==> src/rtl/cond_exec_stage.sv <==
// cond_exec_stage: ARM condition-evaluation stage behind the ALU.
// Evaluates the condition field against the architectural NZCV register,
// updates NZCV for executed flag-setting instructions, and queues the
// result in a 2-entry in-order buffer toward writeback.
// Optional build macro: COND_SKIP_DROP_EN -- instructions whose condition
// fails are consumed but never enter the buffer.
module cond_exec_stage #(
    parameter int WIDTH = 32,
    parameter int RADDR = 4
) (
    input  logic             clk,
    input  logic             reset,
    input  logic             in_valid,
    output logic             in_ready,
    input  logic [WIDTH-1:0] in_result,
    input  logic [3:0]       in_flags,
    input  logic [3:0]       in_cond,
    input  logic             in_set_flags,
    input  logic             in_reg_write,
    input  logic [RADDR-1:0] in_rd,
    output logic             out_valid,
    input  logic             out_ready,
    output logic [WIDTH-1:0] out_result,
    output logic [RADDR-1:0] out_rd,
    output logic             out_reg_write,
    output logic             out_executed,
    output logic [3:0]       flags_q
);

    // Buffer storage, indexed by 1-bit head/tail pointers.
    logic [WIDTH-1:0] ent_result [2];
    logic [RADDR-1:0] ent_rd     [2];
    logic             ent_rw     [2];
    logic             ent_ex     [2];
    logic             head;
    logic             tail;
    logic [1:0]       count;

    logic executed;
    logic accept;
    logic push;
    logic pop;

    // ARM condition table, evaluated on the NZCV value held before this
    // instruction's own flag update.
    function automatic logic cond_pass(input logic [3:0] cond, input logic [3:0] f);
        logic n, z, c, v;
        n = f[3];
        z = f[2];
        c = f[1];
        v = f[0];
        case (cond)
            4'b0000: cond_pass = z;
            4'b0001: cond_pass = !z;
            4'b0010: cond_pass = c;
            4'b0011: cond_pass = !c;
            4'b0100: cond_pass = n;
            4'b0101: cond_pass = !n;
            4'b0110: cond_pass = v;
            4'b0111: cond_pass = !v;
            4'b1000: cond_pass = c && !z;
            4'b1001: cond_pass = !c || z;
            4'b1010: cond_pass = (n == v);
            4'b1011: cond_pass = (n != v);
            4'b1100: cond_pass = !z && (n == v);
            4'b1101: cond_pass = z || (n != v);
            default: cond_pass = 1'b1;   // AL and the 1111 encoding
        endcase
    endfunction

    assign executed = cond_pass(in_cond, flags_q);

    // Ready comes purely from registered occupancy, so no combinational
    // path exists from out_ready back to in_ready.
    assign in_ready  = (count != 2'd2);
    assign out_valid = (count != 2'd0);
    assign accept    = in_valid && in_ready;
    assign pop       = out_valid && out_ready;

`ifdef COND_SKIP_DROP_EN
    assign push = accept && executed;
`else
    assign push = accept;
`endif

    assign out_result    = ent_result[head];
    assign out_rd        = ent_rd[head];
    assign out_reg_write = ent_rw[head];
    assign out_executed  = ent_ex[head];

    // Buffer pointers, occupancy, entry storage and the NZCV register.
    always_ff @(posedge clk) begin
        if (reset) begin
            head    <= 1'b0;
            tail    <= 1'b0;
            count   <= 2'd0;
            flags_q <= 4'b0000;
            for (int i = 0; i < 2; i++) begin
                ent_result[i] <= '0;
                ent_rd[i]     <= '0;
                ent_rw[i]     <= 1'b0;
                ent_ex[i]     <= 1'b0;
            end
        end else begin
            if (push) begin
                ent_result[tail] <= in_result;
                ent_rd[tail]     <= in_rd;
                ent_rw[tail]     <= in_reg_write && executed;
                ent_ex[tail]     <= executed;
                tail             <= ~tail;
            end
            if (pop)
                head <= ~head;
            case ({push, pop})
                2'b10:   count <= count + 2'd1;
                2'b01:   count <= count - 2'd1;
                default: count <= count;
            endcase
            // A failed condition never touches NZCV, even with S set.
            if (accept && executed && in_set_flags)
                flags_q <= in_flags;
        end
    end

endmodule

==> config.mk <==
export PLATFORM = sky130hd
export DESIGN_NAME = cond_exec_stage
export DESIGN_NICKNAME = d
export VERILOG_FILES = /design/src/rtl/cond_exec_stage.sv
export SDC_FILE = /design/constraint.sdc
export NUM_CORES = 1
export LEC_CHECK = 0
export ABC_AREA = 1
export ABC_CLOCK_PERIOD_IN_PS = 3600
export BUFFER_PORTS_ARGS = -buffer_cell sky130_fd_sc_hd__buf_4
export CORE_MARGIN = 8
export CORE_UTILIZATION = 57
export DETAILED_ROUTE_END_ITERATION = 10
export GPL_TIMING_DRIVEN = 0
export PLACE_DENSITY = 0.89
export SKIP_LAST_GASP = 1
export SLEW_MARGIN = 20
export SYNTH_ARGS = -nofsm -noshare
export SYNTH_HDL_FRONTEND = slang
export SYNTH_SLANG_ARGS = --single-unit
==> constraint.sdc <==
create_clock -name clk -period 3.6 [get_ports clk]
set_input_delay 0.18 -clock clk [delete_from_list [all_inputs] [get_ports clk]]
set_output_delay 0.18 -clock clk [all_outputs]
set_load 0.1 [all_outputs]
==> tab_implementation.tex, run 1 <==
\begin{tabular}{lr}
\hline
Metric & Value \\
\hline
\multicolumn{2}{l}{\textbf{Floorplanning}} \\
Die Y & 98.5 µm \\
Die outline width & 98.5 µm \\
Placeable core region & 6680 µm² \\
Die ar. & 9700 µm² \\
Number of top-level pins & 94 \\
Initial core utilization & 0.581 \\
Row count & 30 \\
\multicolumn{2}{l}{\textbf{STA}} \\
Max\_slew headroom & 0.561 \\
Pin slew with the least headroom to its limit & 0.656 ns \\
Final setup violation count & 0 \\
Highest clock frequency the design can meet & 0.438 GHz \\
Final worst hold slack & 0.137 ns \\
Unrepaired setup endpoints after global routing & false \\
Worst Setup Slack, final & about 1.3 ns \\
Final Hold Viols & 0 \\
Final Slew Violations & 0 \\
Post-route clock period utilization & 0.635 \\
Setup skew after layout & roughly 0.0076 ns \\
Minimum period implied by the final worst setup slack & 2.29 ns \\
Final-layout setup total negative slack & 0 ns \\
\multicolumn{2}{l}{\textbf{CTS}} \\
Number of levels in the clock H-tree & 3 \\
CTS Hold Bufs & 0 \\
Max clock buf depth & 2 \\
Number of sinks handled by clock tree synthesis & 85 \\
Post-CTS clock slew at the launch and capture registers of the worst setup and hold paths & 0.08 ns \\
Total clock buffers created by CTS & 9 \\
TritonCTS clock tree & built \\
Postcts setup bufs & 0 \\
Cells resized by post-CTS repair & 0 \\
Clock latency of the later-clocked register in the worst-skew pair & 0.34 ns \\
Clock tree root buffer cell & clkbuf\_8 \\
\multicolumn{2}{l}{\textbf{Routing}} \\
DRC violation count after routing & 0 \\
Routed wire length per instance & 15.6 µm \\
Total detailed-routing wirelength & 8530 µm \\
1st-iter DRT viols & $\sim$110 \\
Count of antenna-violating nets left after detailed routing & 0 \\
Vias per std cell & $\sim$5.1 \\
Overall via count from detail\_route & roughly 2800 \\
DRT Pass-1 Iters & 5 \\
\multicolumn{2}{l}{\textbf{Power and ir drop}} \\
Static power due to leakage & $\sim$2.3 nW \\
Power density of the placed cells & 634 nW/µm² \\
Peak supply drop & 0.541 mV \\
\multicolumn{2}{l}{\textbf{Global routing}} \\
Pin count of the biggest net entering global routing & 27 \\
Overflow left after global routing & 0 \\
GRT Util Overall & 0.181 \\
Initial antenna violation count & 0 \\
Global-route wire length before repair & roughly 14000 µm \\
Via count of the first global-routing pass & 2976 \\
\multicolumn{2}{l}{\textbf{Final layout}} \\
Fraction of layout cells with a size suffix above 1 & 0.371 \\
Ant diodes & 0 \\
Highest-count cells in the layout ignoring fill and taps & 93 x buf\_4, 91 x nor2\_1, 76 x edfxtp\_1, 52 x inv\_1, 38 x mux2\_2 \\
Final net count & a little over 500 \\
Most common library cell in the layout ignoring fill and taps & buf\_4 \\
Non-filler cells in the finished layout & 546 \\
Area delta synth->final & 26.0\% \\
\multicolumn{2}{l}{\textbf{Yosys}} \\
Post-synthesis sequential element count & 85 \\
Number of cells produced by synthesis & 355 \\
Yosys warning count & 0 \\
Post-synth net total & 406 \\
Post-synth cell types & 19 \\
Portion of the post-synthesis area used by sequential elements & 0.635 \\
Area of the mapped netlist & roughly 3900 µm² \\
Mean instance size in the synthesized netlist & roughly 11 µm² \\
\multicolumn{2}{l}{\textbf{Setup path}} \\
Worst setup path class & reg -> reg \\
Critical Path Start Type & flip-flop \\
Maximum fanout encountered on the critical timing path & 23 \\
Arrival time at the worst endpoint & approximately 2.4 ns \\
CP required & $\sim$3.7 ns \\
Endpoint class of the critical path & flip-flop \\
\multicolumn{2}{l}{\textbf{Placed design}} \\
Quantity of I/O buffers inserted on ports & 93 \\
Weighted congestion at the end of routability-driven global placement & between 0.8 and 0.9 \\
Worst-case setup slack after placement & 1.34 ns \\
Detail Placement HPWL & 6260 µm \\
Dpl cells & 530 \\
\multicolumn{2}{l}{\textbf{Status}} \\
Status & finished clean \\
\multicolumn{2}{l}{\textbf{Flow run}} \\
\# Max-Cap Violations & 0 \\
\multicolumn{2}{l}{\textbf{Hold path}} \\
Hold WC Path Type & in -> reg \\
\hline
\end{tabular}
report_power, final:
part           internal (mW)  switching, mW  total (mW)  leakage [nW]
clock network          0.247          0.323       0.570        0.0845
logic                  0.313          0.992        1.30          1.34
registers               1.19         0.0368        1.22         0.869
total                   1.75           1.35        3.10          2.30
area by class of cell:
cell class / count / area, µm²
Inverter: 57 / 214
Timing Repair Buffer: 95 / 746
Multi-Input combinational cell: 200 / 1140
Fill cell: 500 / 1790
Sequential cell: 85 / 2460
Clock inverter: 5 / 27.5
Tap cell: 80 / 100
Clock buffer: 11 / 131
Buffer: 13 / 65.1
critical path, stage by stage, from the launching register on:
cell,delay [ns]
dfxtp_1,0.35
inv_2,0.09
nand2_2,0.07
nand2_2,0.10
inv_2,0.05
nand3_1,0.11
buf_2,0.25
buf_2,0.27
nand2_2,0.42
buf_16,0.33
kinds of logic (layout without fill, tap and decap cells):
| kind of cell | after synthesis | in the layout | synth area share |
|---|---|---|---|
| buffers and inverters | 70 | 181 | 0.0719 |
| adders and majority gates | 1 | 1 | 0.00322 |
| and+or+nand+nor | 149 | 149 | 0.164 |
| AOI/OAI and AO/OA | 12 | 12 | 0.0155 |
| muxes | 38 | 38 | 0.110 |
| DFF | 85 | 85 | 0.635 |
flip-flops by register name, summed over array words and instances (netlist names), named ones only:
register and count:
tail 1, count 2, ent_rd 8, flags_q 4
head 1, ent_result 64, ent_ex 2, ent_rw 2
metal layers:
| layer | up-vias | share of wire | GRT usage |
|---|---|---|---|
| met5 | - | 0 | 0 |
| met4 | 0 | 0.0096 | 0.0649 |
| met3 | 12 | 0.063 | 0.0585 |
| met2 | 87 | 0.53 | 0.320 |
| met1 | 1314 | 0.39 | 0.199 |
| li1 | 1361 | - | - |
through the flow:
stage                util  cell area [µm²]  total power [mW]
finish              0.732             4890              3.10
global route        0.732             4890              3.21
CTS                 0.732             4890              3.12
detailed placement  0.708             4730              2.56
global placement    0.700             4680              2.52
floorplan               -             3880              2.28
worst paths after layout:
path           startpoint                end  slack [ns]  depth (start not counted)
max              count[0]  ent_result[1][30]        1.31                          9
min          in_result[9]   ent_result[1][9]        0.14                          3
max reg2reg      count[0]  ent_result[1][30]        1.31                          9
min reg2reg          head               head        0.49                          1
Yosys cell counts:
cell type	count	area [µm²]
ha_1	1	12.5
nand3_2	6	60.1
nor2_4	2	22.5
buf_2	7	35.0
clkbuf_1	5	18.8
mux2_2	38	428
o21ai_0	4	20.0
a21oi_1	8	40.0
buf_6	1	11.3
clkinv_1	1	3.75
nand2_1	34	128
nand2_2	3	18.8
edfxtp_1	76	2280
nand3_1	11	55.1
inv_2	4	15.0
nor2_1	91	342
nor2_2	2	12.5
inv_1	52	195
dfxtp_1	9	180
Note: power is estimated with default switching activity, not from simulation.
==> run 2, diff against run 1 <==
ABC_CLOCK_PERIOD_IN_PS = 2350   (was 3600)
CORE_UTILIZATION = 53   (was 57)
PLACE_DENSITY = 0.84   (was 0.89)
clock period = 2.35 ns   (was 3.6 ns; I/O delays follow)
==> tab_implementation.tex, run 2 (synthesized netlist as in run 1, its figures left out) <==
\begin{tabular}{lr}
\hline
Metric & Value \\
\hline
\multicolumn{2}{l}{\textbf{CTS}} \\
Clock latency of the later-clocked register in the worst-skew pair & 0.35 ns (about the same) \\
Clock tree root buffer cell & clkbuf\_8 \\
Total clock buffers created by CTS & 9 (unchanged) \\
Post-CTS clock slew at the launch and capture registers of the worst setup and hold paths & 0.08 ns (about the same) \\
TritonCTS clock tree & built \\
Postcts setup bufs & 0 (unchanged) \\
Max clock buf depth & 2 (unchanged) \\
Number of sinks handled by clock tree synthesis & 85 (unchanged) \\
Number of levels in the clock H-tree & 3 (unchanged) \\
\multicolumn{2}{l}{\textbf{Floorplanning}} \\
Initial core utilization & 0.541 (-0.0400) \\
Row count & 31 (+3.3\%) \\
Die outline width & 102 µm (+3.1\%) \\
Die ar. & 10300 µm² (+6.3\%) \\
Placeable core region & 7180 µm² (+7.4\%) \\
Number of top-level pins & 94 (unchanged) \\
Die Y & 102 µm (+3.1\%) \\
\multicolumn{2}{l}{\textbf{Power and ir drop}} \\
Cell internal power dissipation & 2.65 mW (+52\%) \\
Sw Pwr & 2.06 mW (+53\%) \\
Peak supply drop & 0.713 mV (+32\%) \\
Proportion of power drawn by combinational gates & 0.419 (-0.002) \\
Fraction of power consumed by the clock network & 0.183 (about the same) \\
Static power due to leakage & 2.27 nW (-1.4\%) \\
Seq pwr share & 0.397 (+0.002) \\
Switching share of power & 0.438 (+0.00138) \\
Power density of the placed cells & 969 nW/µm² (+53\%) \\
\multicolumn{2}{l}{\textbf{Global routing}} \\
Initial antenna violation count & 0 (unchanged) \\
GRT Util Overall & 0.166 (-0.0157) \\
Global-route wire length before repair & 13100 µm (-7.2\%) \\
Overflow left after global routing & 0 (unchanged) \\
Via count of the first global-routing pass & 2834 (-4.8\%) \\
Pin count of the biggest net entering global routing & 39 (+44\%) \\
\multicolumn{2}{l}{\textbf{Routing}} \\
Overall via count from detail\_route & 2758 (-0.58\%) \\
1st-iter DRT viols & 91 (-17\%) \\
Count of antenna-violating nets left after detailed routing & 0 (unchanged) \\
Total detailed-routing wirelength & 8300 µm (-2.6\%) \\
DRC violation count after routing & 0 (unchanged) \\
Vias per std cell & 4.91 (-3.4\%) \\
DRT Pass-1 Iters & 4 (-1) \\
Routed wire length per instance & 14.8 µm (-5.4\%) \\
\multicolumn{2}{l}{\textbf{Setup path}} \\
Beginning of the worst register-to-register path & count[0] \\
Worst setup path class & reg -> reg \\
Reg2Reg Depth & 7 (-2) \\
Worst setup slack for register-to-register paths & 0.22 ns (-1.09 ns) \\
CP required & 2.32 ns (-1.38 ns) \\
Endpoint class of the critical path & flip-flop \\
Maximum fanout encountered on the critical timing path & 38 (+65\%) \\
Arrival time at the worst endpoint & 2.10 ns (-0.29 ns) \\
Endpoint of the worst-slack reg-to-reg timing path & ent\_result[0][23] \\
Critical Path Start Type & flip-flop \\
\multicolumn{2}{l}{\textbf{Final layout}} \\
Most common library cell in the layout ignoring fill and taps & buf\_4 \\
Ant diodes & 0 (unchanged) \\
Most flop-heavy register & ent\_result \\
Post-layout util & 0.678 (-0.0535) \\
Area delta synth->final & 25.4\% \\
Final net count & 510 (-0.39\%) \\
Highest-count cells in the layout ignoring fill and taps & 93 x buf\_4, 91 x nor2\_1, 76 x edfxtp\_1, 52 x inv\_1, 38 x mux2\_2 \\
Registers with the most flip-flops & ent\_result x64, ent\_rd x8, flags\_q x4 \\
Fraction of layout cells with a size suffix above 1 & 0.367 (-0.00407) \\
Largest register FFs & 64 (unchanged) \\
Post-Layout Inst Area & 4870 µm² (-0.46\%) \\
\multicolumn{2}{l}{\textbf{Hold path}} \\
WHS Endpoint & ent\_result[1][13] \\
Hold WC Path Type & in -> reg \\
Worst hold path stage count & 3 (unchanged) \\
Startpoint of the worst hold path & in\_result[13] \\
\multicolumn{2}{l}{\textbf{Placed design}} \\
Post-detailed-placement cell area & 4710 µm² (-0.50\%) \\
Quantity of I/O buffers inserted on ports & 93 (unchanged) \\
Worst-case setup slack after placement & -0.00949 ns (-1.35 ns) \\
Detail Placement HPWL & 6040 µm (-3.4\%) \\
Weighted congestion at the end of routability-driven global placement & 0.729 (-16\%) \\
\multicolumn{2}{l}{\textbf{STA}} \\
Setup skew after layout & 0.00832 ns (+0.000717 ns) \\
Worst Setup Slack, final & 0.222 ns (-1.09 ns) \\
Final setup violation count & 0 (unchanged) \\
Max\_slew headroom & 0.367 (-0.194) \\
Final Slew Violations & 0 (unchanged) \\
Final-layout setup total negative slack & 0 ns (unchanged) \\
Highest clock frequency the design can meet & 0.470 GHz (+7.4\%) \\
Minimum period implied by the final worst setup slack & 2.13 ns (-0.158 ns) \\
Unrepaired setup endpoints after global routing & false \\
Post-route clock period utilization & 0.906 (+0.271) \\
Pin slew with the least headroom to its limit & 0.946 ns (+0.290 ns) \\
Final Hold Viols & 0 (unchanged) \\
\multicolumn{2}{l}{\textbf{Status}} \\
Status & finished clean \\
\multicolumn{2}{l}{\textbf{Flow run}} \\
\# Max-Cap Violations & 0 (unchanged) \\
\hline
\end{tabular}
==> run 2: cell count changes in the layout (fill, tap and decap cells not counted), sizes merged <==
| cell | delta |
|---|---|
| clkinv | -1 |
| buf | -2 |
| clkinvlp | +2 |
| clkbuf | -2 |
==> run 2: worst max-delay path by stage <==
stage	from	endpoint	slack, ns
global route	count[0]	ent_result[0][29]	0.08
finish	count[0]	ent_result[0][23]	0.22
CTS	count[0]	ent_result[0][29]	0.20
floorplan	count[0]	ent_ex[1]	0.05
global placement	count[0]	ent_result[1][21]	0.02
detailed placement	count[0]	ent_result[1][24]	-0.009
==> run 2: power by group through the flow <==
stage	combinational [mW]	clock (mW)	sequential, mW
after floorplan	1.56	0	1.93
after global placement	1.97	0	1.90
after detailed placement	1.99	0	1.91
after CTS	1.99	0.870	1.88
after global routing	2.06	0.936	1.89
final	1.98	0.864	1.87
==> run 2: what timing repair did <==
action / CTS / global route
hold endpoints to repair: 0 / 0
hold buffers: 0 / 0
setup endpoints to repair: 38 / 0
gates resized for setup: 1 / 0
==> run 2: cell type report <==
class                   count  area (µm²)
flip-flops and latches     85        2460
fillers                   559        2310
multi-input cells         200        1150
repair buffers             93         698
inverters                  57         214
clock buffers               9         124
well taps                  99         124
plain buffers              13        65.1
clock inverters             6        31.3
==> run 2: per-stage QoR <==
stage / std cells / hold slack [ns] / total power, mW
after detailed placement: 547 / 0.433 / 3.90
after global routing: 562 / 0.0725 / 4.89
final: 562 / 0.0770 / 4.72
after floorplan: 355 / 0.332 / 3.49
after global placement: 547 / 0.424 / 3.87
after CTS: 562 / 0.0638 / 4.74
==> run 2: metal layers <==
layer	wire length (µm)	vias up	track usage	share of wire
li1	-	1352	-	-
met1	3170	1305	0.175	0.38
met2	4470	84	0.298	0.54
met3	514	17	0.0529	0.062
met4	141	0	0.0630	0.017
met5	0	-	0	0
==> run 2: critical path: stages, from the launching register on <==
cell	delay [ns]
dfxtp_1	0.37
inv_2	0.07
nand2_2	0.07
nand2_2	0.07
nor2_1	0.09
nand2_1	0.12
buf_2	0.23
nand2_2	0.71
==> run 3, diff against run 2 <==
CAP_MARGIN = 10   (was unset)
CTS_CLUSTER_DIAMETER = 80   (was unset)
RECOVER_POWER = 100   (was unset)
==> tab_implementation.tex, run 3 (synthesized netlist as in run 1, its figures left out) <==
\begin{tabular}{lr}
\hline
Metric & Value \\
\hline
\multicolumn{2}{l}{\textbf{Routing}} \\
Vias per std cell & 4.95 (+0.87\%) \\
Count of antenna-violating nets left after detailed routing & 0 (unchanged) \\
DRT Pass-1 Iters & 4 (unchanged) \\
1st-iter DRT viols & 108 (+19\%) \\
Overall via count from detail\_route & 2782 (+0.87\%) \\
Routed wire length per instance & 14.8 µm (+0.28\%) \\
Total detailed-routing wirelength & 8330 µm (+0.28\%) \\
DRC violation count after routing & 0 (unchanged) \\
\multicolumn{2}{l}{\textbf{Floorplanning}} \\
Initial core utilization & 0.541 (unchanged) \\
Row count & 31 (unchanged) \\
Die outline width & 102 µm (unchanged) \\
Die ar. & 10300 µm² (unchanged) \\
Placeable core region & 7180 µm² (unchanged) \\
Number of top-level pins & 94 (unchanged) \\
Die Y & 102 µm (unchanged) \\
\multicolumn{2}{l}{\textbf{Final layout}} \\
Fillcell total & 595 (+6.4\%) \\
Highest-count cells in the layout ignoring fill and taps & 93 x nor2\_1, 76 x edfxtp\_1, 54 x inv\_1, 53 x buf\_4, 38 x mux2\_2 \\
Area delta synth->final & 22.1\% \\
Fraction of layout cells with a size suffix above 1 & 0.337 (-0.0302) \\
Registers with the most flip-flops & ent\_result x64, ent\_rd x8, flags\_q x4 \\
Largest register FFs & 64 (unchanged) \\
Most flop-heavy register & ent\_result \\
Most common library cell in the layout ignoring fill and taps & nor2\_1 \\
Ant diodes & 0 (unchanged) \\
Final net count & 510 (unchanged) \\
\multicolumn{2}{l}{\textbf{Placed design}} \\
Weighted congestion at the end of routability-driven global placement & 0.729 (unchanged) \\
Quantity of I/O buffers inserted on ports & 93 (unchanged) \\
Worst-case setup slack after placement & -0.00949 ns (unchanged) \\
Detail Placement HPWL & 6040 µm (unchanged) \\
\multicolumn{2}{l}{\textbf{STA}} \\
Unrepaired setup endpoints after global routing & false \\
Final-layout setup total negative slack & 0 ns (unchanged) \\
Final Hold Viols & 0 (unchanged) \\
Highest clock frequency the design can meet & 0.468 GHz (-0.43\%) \\
Pin slew with the least headroom to its limit & 1.16 ns (+0.218 ns) \\
Final setup violation count & 0 (unchanged) \\
Max\_slew headroom & 0.227 (-0.140) \\
Worst Setup Slack, final & 0.213 ns (-0.00929 ns) \\
Setup skew after layout & 0.00795 ns (-0.000365 ns) \\
Final worst hold slack & 0.0761 ns (-0.000955 ns) \\
Final Slew Violations & 0 (unchanged) \\
Post-route clock period utilization & 0.909 (+0.00395) \\
Minimum period implied by the final worst setup slack & 2.14 ns (+0.00928 ns) \\
\multicolumn{2}{l}{\textbf{Hold path}} \\
Startpoint of the worst hold path & in\_result[13] \\
Hold WC Path Type & in -> reg \\
WHS Endpoint & ent\_result[1][13] \\
Worst hold path stage count & 3 (unchanged) \\
\multicolumn{2}{l}{\textbf{CTS}} \\
Clock tree root buffer cell & clkbuf\_8 \\
TritonCTS clock tree & built \\
Number of levels in the clock H-tree & 3 (unchanged) \\
Max clock buf depth & 2 (unchanged) \\
Postcts setup bufs & 0 (unchanged) \\
Number of sinks handled by clock tree synthesis & 85 (unchanged) \\
Clock latency of the later-clocked register in the worst-skew pair & 0.35 ns (about the same) \\
Post-CTS clock slew at the launch and capture registers of the worst setup and hold paths & 0.08 ns (about the same) \\
Total clock buffers created by CTS & 9 (unchanged) \\
CTS Hold Bufs & 0 (unchanged) \\
\multicolumn{2}{l}{\textbf{Setup path}} \\
CP required & 2.32 ns (about the same) \\
Worst setup slack for register-to-register paths & 0.21 ns (about the same) \\
Maximum fanout encountered on the critical timing path & 38 (unchanged) \\
Endpoint of the worst-slack reg-to-reg timing path & ent\_result[0][11] \\
Arrival time at the worst endpoint & 2.11 ns (about the same) \\
Crit path launch & count[0] \\
Reg2Reg Depth & 7 (unchanged) \\
Critical Path Start Type & flip-flop \\
Beginning of the worst register-to-register path & count[0] \\
Endpoint class of the critical path & flip-flop \\
Worst setup path class & reg -> reg \\
\multicolumn{2}{l}{\textbf{Global routing}} \\
Pin count of the biggest net entering global routing & 39 (unchanged) \\
Overflow left after global routing & 0 (unchanged) \\
Global-route wire length before repair & 13100 µm (unchanged) \\
Initial antenna violation count & 0 (unchanged) \\
GRT Util Overall & 0.166 (unchanged) \\
Via count of the first global-routing pass & 2834 (unchanged) \\
\multicolumn{2}{l}{\textbf{Power and ir drop}} \\
Total power & 4.61 mW (-2.2\%) \\
Peak supply drop & 0.669 mV (-6.1\%) \\
Power density of the placed cells & 974 nW/µm² (+0.56\%) \\
Static power due to leakage & 2.21 nW (-2.5\%) \\
\multicolumn{2}{l}{\textbf{Flow run}} \\
\# Max-Cap Violations & 0 (unchanged) \\
\multicolumn{2}{l}{\textbf{Status}} \\
Status & finished clean \\
\hline
\end{tabular}
run 3: cell types whose count changed in the layout (fill, tap and decap cells not counted), moves of 5 or more:
cell      delta
buf_2        +5
buf_4       -40
clkbuf_1     +7
clkbuf_2    +28
run 3: final cells by class:
cell class	instances	area [µm²]	area share
Inverter	57	214	0.0452
Sequential cell	85	2460	0.520
Tap cell	99	124	0.0262
Buffer	13	63.8	0.0135
Multi-Input combinational cell	200	1130	0.238
Clock buffer	9	124	0.0262
Clock inverter	6	31.3	0.00661
Timing Repair Buffer	93	591	0.125
run 3: timing repair:
action | CTS | global route
endpoints found under the setup margin | 38 | 0
hold endpoints to repair | 0 | 0
gates resized for setup | 1 | 0
run 3: report_power, final:
part	total, mW	switching [mW]	internal (mW)
clock network	0.864	0.499	0.365
registers	1.87	0.0510	1.82
logic	1.88	1.51	0.372
run 3: per-stage QoR:
step                      instances   util  area (µm²)
after global routing            562  0.660        4740
after detailed placement        547  0.656        4710
after CTS                       562  0.678        4870
final                           562  0.660        4740
after floorplan                 355      -        3880
after global placement          547  0.656        4710
run 3: worst max-delay path by stage:
stage               cells after the start                 to  slack, ns
floorplan                               8          ent_ex[1]       0.05
CTS                                     7  ent_result[0][29]       0.20
finish                                  7  ent_result[0][11]       0.21
global route                            7  ent_result[0][29]       0.06
global placement                        8  ent_result[1][21]       0.02
detailed placement                      8  ent_result[1][24]     -0.009
run 3: metal layers:
layer	GRT usage	up-vias	wire, µm
met4	0.0630	0	173
li1	-	1354	-
met3	0.0529	20	514
met5	0	-	0
met2	0.298	92	4400
met1	0.175	1316	3240
run 3: critical path, cell delays in order, from the launching register on:
cell and delay (ns):
dfxtp_1 0.36, inv_1 0.09, nand2_2 0.08, nand2_2 0.07, nor2_1 0.08, nand2_1 0.12, buf_2 0.23, nand2_2 0.72
